**src/rtl/cnt_10s_ctrl.sv**
```systemverilog
// -----------------------------------------------------------------------------
// cnt_10s_ctrl
//
// Initiator side of the 10-second interval interface. Drives en_cnt_10s into
// the 10 s counter and watches its cnt_out_10s level. One accepted start runs
// repeat_n back-to-back intervals. Between intervals the enable is dropped so
// the counter can clear its output (GAP), then re-armed. A watchdog bounds the
// time spent waiting in RUN (for cnt_out_10s=1) and in GAP (for
// cnt_out_10s=0); when it expires the block parks in ERR with a sticky
// err_timeout until a new start or an abort.
//
// Handshake with the counter: en_cnt_10s is a registered level. While it is
// high the counter runs and eventually raises cnt_out_10s, holding it high
// for as long as the enable stays high. One edge with the enable low clears
// the counter output. The controller only ever samples cnt_out_10s on clk_out.
//
// Optional build macro: CNT10S_CTRL_STATUS_EN
//   defined   -> done_cnt port and saturating completed-interval counter exist
//   undefined -> done_cnt port and register are absent
//
// Ports:
//   clk_out      in   1 s period clock (single clock domain with the counter)
//   rst_n        in   asynchronous active-low reset
//   start        in   request pulse, honoured only in IDLE or ERR
//   repeat_n     in   number of intervals, latched on an accepted start
//   abort        in   cancel the current operation
//   cnt_out_10s  in   counter output level, high = interval elapsed
//   en_cnt_10s   out  registered enable to the 10 s counter
//   busy         out  high while in RUN or GAP
//   done         out  one-cycle pulse after the last interval
//   err_timeout  out  sticky watchdog error
//   rep_left     out  intervals still outstanding
//   done_cnt     out  total completed intervals (macro builds only)
// -----------------------------------------------------------------------------
module cnt_10s_ctrl #(
  parameter int REP_W    = 8,
  parameter int WDOG_W   = 5,
  parameter int WDOG_MAX = 15,
  parameter int CNT_W    = 16
) (
  input  logic             clk_out,
  input  logic             rst_n,
  input  logic             start,
  input  logic [REP_W-1:0] repeat_n,
  input  logic             abort,
  input  logic             cnt_out_10s,
  output logic             en_cnt_10s,
  output logic             busy,
  output logic             done,
  output logic             err_timeout,
  output logic [REP_W-1:0] rep_left
`ifdef CNT10S_CTRL_STATUS_EN
  ,
  output logic [CNT_W-1:0] done_cnt
`endif
);

  typedef enum logic [2:0] {
    ST_IDLE = 3'd0,
    ST_RUN  = 3'd1,
    ST_GAP  = 3'd2,
    ST_FIN  = 3'd3,
    ST_ERR  = 3'd4
  } state_e;

  // Last watchdog value before the timeout fires; a wait that has already
  // spent WDOG_MAX-1 edges without an answer trips on the next sampled edge.
  localparam logic [WDOG_W-1:0] WDOG_LAST = WDOG_W'(WDOG_MAX - 1);
  localparam logic [REP_W-1:0]  REP_ONE   = REP_W'(1);

  // State register and registered outputs. state_q is kept as a named enum
  // so checkers and waveform viewers can bind to it directly.
  state_e            state_q,    state_d;
  logic              en_q,       en_d;
  logic              busy_q,     busy_d;
  logic              done_q,     done_d;
  logic              err_q,      err_d;
  logic [REP_W-1:0]  rep_left_q, rep_left_d;
  logic [WDOG_W-1:0] wdog_q,     wdog_d;

  // High for the edge on which an interval is counted (RUN exit via
  // cnt_out_10s=1, not pre-empted by abort).
  logic              interval_hit;

  logic              start_ok;
  assign start_ok = start && (repeat_n != '0);

  // ---------------------------------------------------------------------------
  // Next-state and registered-output logic
  // ---------------------------------------------------------------------------
  always_comb begin
    state_d      = state_q;
    en_d         = en_q;
    busy_d       = busy_q;
    done_d       = 1'b0;
    err_d        = err_q;
    rep_left_d   = rep_left_q;
    wdog_d       = wdog_q;
    interval_hit = 1'b0;

    case (state_q)
      ST_IDLE: begin
        if (start_ok) begin
          state_d    = ST_RUN;
          en_d       = 1'b1;
          busy_d     = 1'b1;
          rep_left_d = repeat_n;
          wdog_d     = '0;
        end
      end

      ST_RUN: begin
        if (abort) begin
          // Abort wins over a coincident completion: interval not counted.
          state_d    = ST_IDLE;
          en_d       = 1'b0;
          busy_d     = 1'b0;
          rep_left_d = '0;
          wdog_d     = '0;
        end else if (cnt_out_10s) begin
          interval_hit = 1'b1;
          rep_left_d   = rep_left_q - REP_ONE;
          wdog_d       = '0;
          en_d         = 1'b0;
          if (rep_left_q == REP_ONE) begin
            state_d = ST_FIN;
            busy_d  = 1'b0;
            done_d  = 1'b1;
          end else begin
            state_d = ST_GAP;
          end
        end else if (wdog_q == WDOG_LAST) begin
          state_d = ST_ERR;
          en_d    = 1'b0;
          busy_d  = 1'b0;
          err_d   = 1'b1;
          wdog_d  = '0;
        end else begin
          wdog_d = wdog_q + 1'b1;
        end
      end

      ST_GAP: begin
        if (abort) begin
          state_d    = ST_IDLE;
          en_d       = 1'b0;
          busy_d     = 1'b0;
          rep_left_d = '0;
          wdog_d     = '0;
        end else if (!cnt_out_10s) begin
          // Counter has seen its low-enable edge and cleared; re-arm it.
          state_d = ST_RUN;
          en_d    = 1'b1;
          wdog_d  = '0;
        end else if (wdog_q == WDOG_LAST) begin
          state_d = ST_ERR;
          busy_d  = 1'b0;
          err_d   = 1'b1;
          wdog_d  = '0;
        end else begin
          wdog_d = wdog_q + 1'b1;
        end
      end

      ST_FIN: begin
        // done is high for this single cycle; abort here just returns to
        // IDLE, which is where FIN goes anyway.
        state_d    = ST_IDLE;
        en_d       = 1'b0;
        busy_d     = 1'b0;
        rep_left_d = '0;
      end

      ST_ERR: begin
        if (abort) begin
          state_d    = ST_IDLE;
          err_d      = 1'b0;
          rep_left_d = '0;
        end else if (start_ok) begin
          state_d    = ST_RUN;
          en_d       = 1'b1;
          busy_d     = 1'b1;
          err_d      = 1'b0;
          rep_left_d = repeat_n;
          wdog_d     = '0;
        end
      end

      default: begin
        state_d    = ST_IDLE;
        en_d       = 1'b0;
        busy_d     = 1'b0;
        err_d      = 1'b0;
        rep_left_d = '0;
        wdog_d     = '0;
      end
    endcase
  end

  // ---------------------------------------------------------------------------
  // State and output registers
  // ---------------------------------------------------------------------------
  always_ff @(posedge clk_out or negedge rst_n) begin
    if (!rst_n) begin
      state_q    <= ST_IDLE;
      en_q       <= 1'b0;
      busy_q     <= 1'b0;
      done_q     <= 1'b0;
      err_q      <= 1'b0;
      rep_left_q <= '0;
      wdog_q     <= '0;
    end else begin
      state_q    <= state_d;
      en_q       <= en_d;
      busy_q     <= busy_d;
      done_q     <= done_d;
      err_q      <= err_d;
      rep_left_q <= rep_left_d;
      wdog_q     <= wdog_d;
    end
  end

  assign en_cnt_10s  = en_q;
  assign busy        = busy_q;
  assign done        = done_q;
  assign err_timeout = err_q;
  assign rep_left    = rep_left_q;

`ifdef CNT10S_CTRL_STATUS_EN
  // ---------------------------------------------------------------------------
  // Completed-interval counter: saturates at all-ones, cleared only by reset.
  // ---------------------------------------------------------------------------
  logic [CNT_W-1:0] done_cnt_q, done_cnt_d;

  always_comb begin
    done_cnt_d = done_cnt_q;
    if (interval_hit && (done_cnt_q != '1)) begin
      done_cnt_d = done_cnt_q + 1'b1;
    end
  end

  always_ff @(posedge clk_out or negedge rst_n) begin
    if (!rst_n) begin
      done_cnt_q <= '0;
    end else begin
      done_cnt_q <= done_cnt_d;
    end
  end

  assign done_cnt = done_cnt_q;
`else
  // Without the status counter the hit strobe and CNT_W have no consumer.
  logic unused_status;
  assign unused_status = interval_hit ^ (^CNT_W);
`endif

endmodule

```
**config.mk**
```make
export PLATFORM = sky130hd
export DESIGN_NAME = cnt_10s_ctrl
export DESIGN_NICKNAME = d
export VERILOG_FILES = /design/src/rtl/cnt_10s_ctrl.sv
export SDC_FILE = /design/constraint.sdc
export NUM_CORES = 1
export LEC_CHECK = 0
export ABC_AREA = 1
export CORE_MARGIN = 2
export CORE_UTILIZATION = 54
export DETAILED_ROUTE_END_ITERATION = 6
export GPL_ROUTABILITY_DRIVEN = 1
export PLACE_DENSITY = 0.87
export SLEW_MARGIN = 40
export SYNTH_ARGS = -nofsm -noshare
export SYNTH_HDL_FRONTEND = slang
export SYNTH_SLANG_ARGS = --single-unit
```
**constraint.sdc**
```tcl
create_clock -name clk_out -period 3.4 [get_ports clk_out]
set_input_delay 1.02 -clock clk_out [delete_from_list [all_inputs] [get_ports clk_out]]
set_output_delay 1.02 -clock clk_out [all_outputs]
set_load 0.005 [all_outputs]
```
# Word level (Yosys, flattened, before mapping)

Cells that the tools add are included.

Add/subtract/negate cells: 2
Equal/unequal tests: 18
Multiplexer cells: 52
Bitwise logic cells: 2
Reductions and logical operators: 9

Operator list:

| kind                                                                | number |
|---|---|
| 8-bit two-way mux                                                   | 5 |
| 5-bit two-way mux                                                   | 7 |
| 8-bit one-hot mux with 4 select lines                               | 1 |
| 1-bit two-way mux                                                   | 27 |
| 5-bit one-hot mux with 5 select lines                               | 1 |
| 3-bit two-way mux                                                   | 7 |
| 2-bit inequality test (second input constant)                       | 6 |
| 3-bit inequality test (second input constant)                       | 4 |
| 1-bit one-hot mux with 4 select lines                               | 3 |
| 3-bit one-hot mux with 4 select lines                               | 1 |
| 8-bit by 1-bit == test with 1-bit output (second input constant)    | 1 |
| 4-bit inequality test (second input constant)                       | 2 |
| 8-bit nonzero test                                                  | 1 |
| 8-bit by 1-bit subtractor with 8-bit output (second input constant) | 1 |
| 3-bit by 2-bit == test with 1-bit output (second input constant)    | 2 |
| 3-bit AND reduction                                                 | 2 |
| 6-bit AND reduction                                                 | 1 |
| 5-bit by 1-bit adder with 5-bit output (second input constant)      | 1 |
| 5-bit by 4-bit == test with 1-bit output (second input constant)    | 1 |
| 2-bit AND reduction                                                 | 2 |
| 3-bit by 1-bit == test with 1-bit output (second input constant)    | 1 |
| 3-bit == test (second input constant)                               | 1 |
| 3-bit zero test                                                     | 1 |
| 1-bit NOT                                                           | 2 |
| other kinds (2)                                                     | 2 |

Flip-flop bits (word level): 20
Input bits: 13
Output and inout port bits: 12
Word-level logic and storage cells: 90

# Logic depth before layout (Yosys ltp)

Word-level depth: 5
Mapped depth: 10
Gate-level depth less buffers: 10

# Worst setup path after synthesis

OpenSTA, ideal clock, no wires.

Kind: input port to flip-flop
Start: input repeat_n[0]
End: register en_q, in the netlist en_cnt_10s
Library setup time: 0.120 ns
Data arrival time: 1.741 ns
Data required time: 3.280 ns
Slack: 1.538 ns
Cell stages on the path: 9
Buffers on the path: 1
Cell sequence: nor2_1 -> nand2_1 -> o21ai_1 -> buf_2 -> inv_2 -> nand2_1 -> nand3_1 -> nand2_1 -> nand2_1

Longest elaborated chain between the ends: 5

RTL lines:

| element                                   | RTL line | source |
|---|---|---|
| start, declared                           | 44       | `input logic [REP_W-1:0] repeat_n,` |
| 8-bit nonzero test (*)                    | 86       | `assign start_ok = start && (repeat_n != '0);` |
| 1-bit logical AND (*)                     | 86       |  |
| 1-bit two-way mux (*)                     | --       |  |
| 1-bit two-way mux                         | --       |  |
| 1-bit one-hot mux with 4 select lines (*) | --       |  |
| end signal, assigned                      | 214      | `en_q <= en_d;` |
| end, declared                             | 74       | `logic en_q, en_d;` |

Every way passes the cells marked *; elsewhere a longest branch is shown, timed or not. The select of a mux whose other input is x is not followed.
A chain may end at the register's enable or synchronous reset.

# Final worst setup path

Start: register rep_left_q[3], in the netlist rep_left[3]
End: output rep_left[3]

RTL lines:

| element                | RTL line | source |
|---|---|---|
| start, declared        | 78       | `logic [REP_W-1:0] rep_left_q, rep_left_d;` |
| start signal, assigned | 218      | `rep_left_q <= rep_left_d;` |
| end, declared          | 51       | `output logic [REP_W-1:0] rep_left` |

No word-level cell between the ends.

==> qor.yml <==
cts_tree: "yes"
slew_headroom_pct: 69.8
vias: 1636
syn-num-nets: 266
cts.clk_slew.worst_paths_ns: 0.11
syn_avg_cell_area_sq_um: 6.31
grt_antenna_before_repair: 0
fin_ws_ns: 1.06
grt_pass1_wl_microns: 6420
path_buf_inv: 1
core_sq_um: 2760
chipWidth_microns: 57.9
path_class: "flop to output pin"
worstSetupStartpointType: "flop"
met1_length_microns: 1770
syn_area_sq_um: 1570
grt_use_total_pct: 24.2
p_per_area_nw_per_um2: 503
report.final.hold_viol_count: 0
cpMaxStageDelayCell: "clkdlybuf4s50_1"
clock_latency_ns: 0.30
cts_resized: 0
ctsHtreeMaxLevel: 1
placed_cells: 303
multi_input_area_sq_um: 908
io_pins: 25
viasPerCell: 5.33
ctsHoldBuffers: 0
postRouteAntennaNets: 0
cp.required_ns: 2.38
nets: 294
die_area_sq_um: 3360
fin_tns_setup_ns: 0
instances_no_fill: 307
yosysWarnings: 0
crit_chain: "clkdlybuf4s50_1"
start_util_pct: 57.0
hold_class: "flop to flop"
status: "finished clean"
numPortBuffers: 24
cts_setup_buffers: 0
max_stage_delay_ns: 0.55
seqCellArea_sq_um: 500
seq_area_frac_synth_pct: 31.8
setup_viol: 0
grt_pass1_vias: 1467
rsz0062_at_grt: "no"
post-route-util_pct: 68.1
numCtsBuffers: 3
wl_per_cell_microns: 11.8
syn-instance-count: 249
fin_skew_ns: 0.00620
drtIter0Drc: 126
cts_root_buf: "clkbuf_4"
grt.overflow.total: 0
cp_top_family: "buffers and inverters"
cap_viol_max_count: 0
grt_start_max_net_pins: 21
worstPathMaxFanout: 7
routed_wirelength_microns: 3620
wl_met2_microns: 1540
leakage_nw: 1.02
area_growth_syn_to_layout_pct: 19.6
die_y_microns: 57.9
antenna_cells: 0
drc_errors: 0
endpoint_kind: "output pin"
top_layer_used: "met4"
drive_gt1_share_pct: 9.42
firstDrtPassIters: 4
cts_sinks: 20
wl_met3_microns: 288
slew_viol_final: 0
post-route-min-period_ns: 2.34
max_freq_mhz: 427
post-place-ws_ns: 0.898
ir_drop_v: 0.000397
fillCellCount: 236
yosys_register_bits: 20
worst_pin_slew_ns: 0.453
gp_congestion: 0.908
fin_crit_sh_pct: 68.8
arrival_ns: 1.32
place_hpwl_microns: 2840
clk_path_buf_depth: 2
synthDistinctLibCells: 26
fp-row-count: 19
==> cells in the mapped netlist <==
master	count	share of area (%)
nand2_1	90	21
nand3_1	35	11
inv_1	33	7.9
dfrtp_1	20	32
nor2_1	20	4.8
o21ai_0	9	2.9
inv_2	6	1.4
nand4_1	6	2.4
ha_1	4	3.2
o21ai_1	3	0.96
a21oi_2	2	1.1
buf_2	2	0.64
nand2_2	2	0.80
nand2_4	2	1.4
nand3_2	2	1.3
nor2_2	2	0.80
nor2_4	2	1.4
a21oi_1	1	0.32
inv_4	1	0.40
nand3b_1	1	0.48
nor3_1	1	0.32
nor3_4	1	1.0
o21bai_1	1	0.48
o22ai_1	1	0.40
xnor2_1	1	0.56
xor2_1	1	0.56
==> flip-flops by register name, summed over array words and instances (netlist names) <==
| signal | flops |
|---|---|
| busy | 1 |
| done | 1 |
| en_cnt_10s | 1 |
| err_timeout | 1 |
| rep_left | 8 |
| state_q | 3 |
| wdog_q | 5 |
==> through the flow <==
stage | cell area [sq um] | hold slack [ns] | power, mW
after floorplan | 1570 | 0.489 | 0.626
after global placement | 1850 | 0.512 | 0.802
after detailed placement | 1840 | 0.517 | 0.811
after CTS | 1880 | 0.545 | 0.946
after global routing | 1880 | 0.580 | 1.03
final | 1880 | 0.544 | 0.944
==> cell families (layout without fill, tap and decap cells) <==
group                      after synthesis  after routing  synth area share (%)
adders and majority gates                4              4                  3.18
and+or+nand+nor                        164            164                  47.4
DFF                                     20             20                  31.8
AOI/OAI and AO/OA                       17             17                  6.13
xor gates and xnor gates                 2              2                  1.11
buffers and inverters                   42             69                  10.4
==> worst paths after layout <==
path	slack [ns]	end	from	cells after the start
max	1.06	rep_left[3]	rep_left[3]	1
min	0.54	err_timeout	err_timeout	2
max reg2reg	1.77	wdog_q[1]	wdog_q[0]	9
min reg2reg	0.54	err_timeout	err_timeout	2
max in group asynchronous	2.43	busy	rst_n	1
min in group asynchronous	0.65	state_q[2]	rst_n	1
==> worst reg2reg max path, stage by stage (launching register included) <==
cell	delay, ns
dfrtp_1	0.38
inv_1	0.10
ha_1	0.20
inv_1	0.05
nor2_1	0.03
nand2_1	0.14
inv_1	0.12
a21oi_1	0.20
nand2_1	0.12
o21ai_0	0.19
==> per-layer routing <==
metal  GRT usage, %  vias to the layer above
met3           4.69                        4
met1           35.5                      723
met4           2.99                        0
met2           38.5                       70
met5              0                        -
li1               -                      839
==> cell usage in the layout (no fill, tap or decap), types with 2 or more instances in the layout <==
cell             instances
nor2_2                   2
nor2_1                  20
clkdlybuf4s50_1         23
o21ai_0                  9
clkbuf_4                 3
inv_1                   33
dfrtp_1                 20
nand2_4                  2
nand4_1                  6
a21oi_2                  2
inv_2                    6
nand2_1                 90
o21ai_1                  3
nand3_2                  2
nor2_4                   2
nand2_2                  2
ha_1                     4
nand3_1                 35
==> power by group <==
group          switching, mW  internal [mW]
Combinational          0.264          0.196
Clock                 0.0685         0.0653
Sequential            0.0600          0.291
Total                  0.392          0.552
==> final cells by class <==
type / instances / share of cell area (%)
Inverter: 40 / 8.12
Sequential cell: 20 / 26.6
Timing Repair Buffer: 25 / 12.9
Multi-Input combinational cell: 187 / 48.3
Tap cell: 31 / 2.06
Clock buffer: 4 / 1.93
Power figures use the tool's default switching activity.
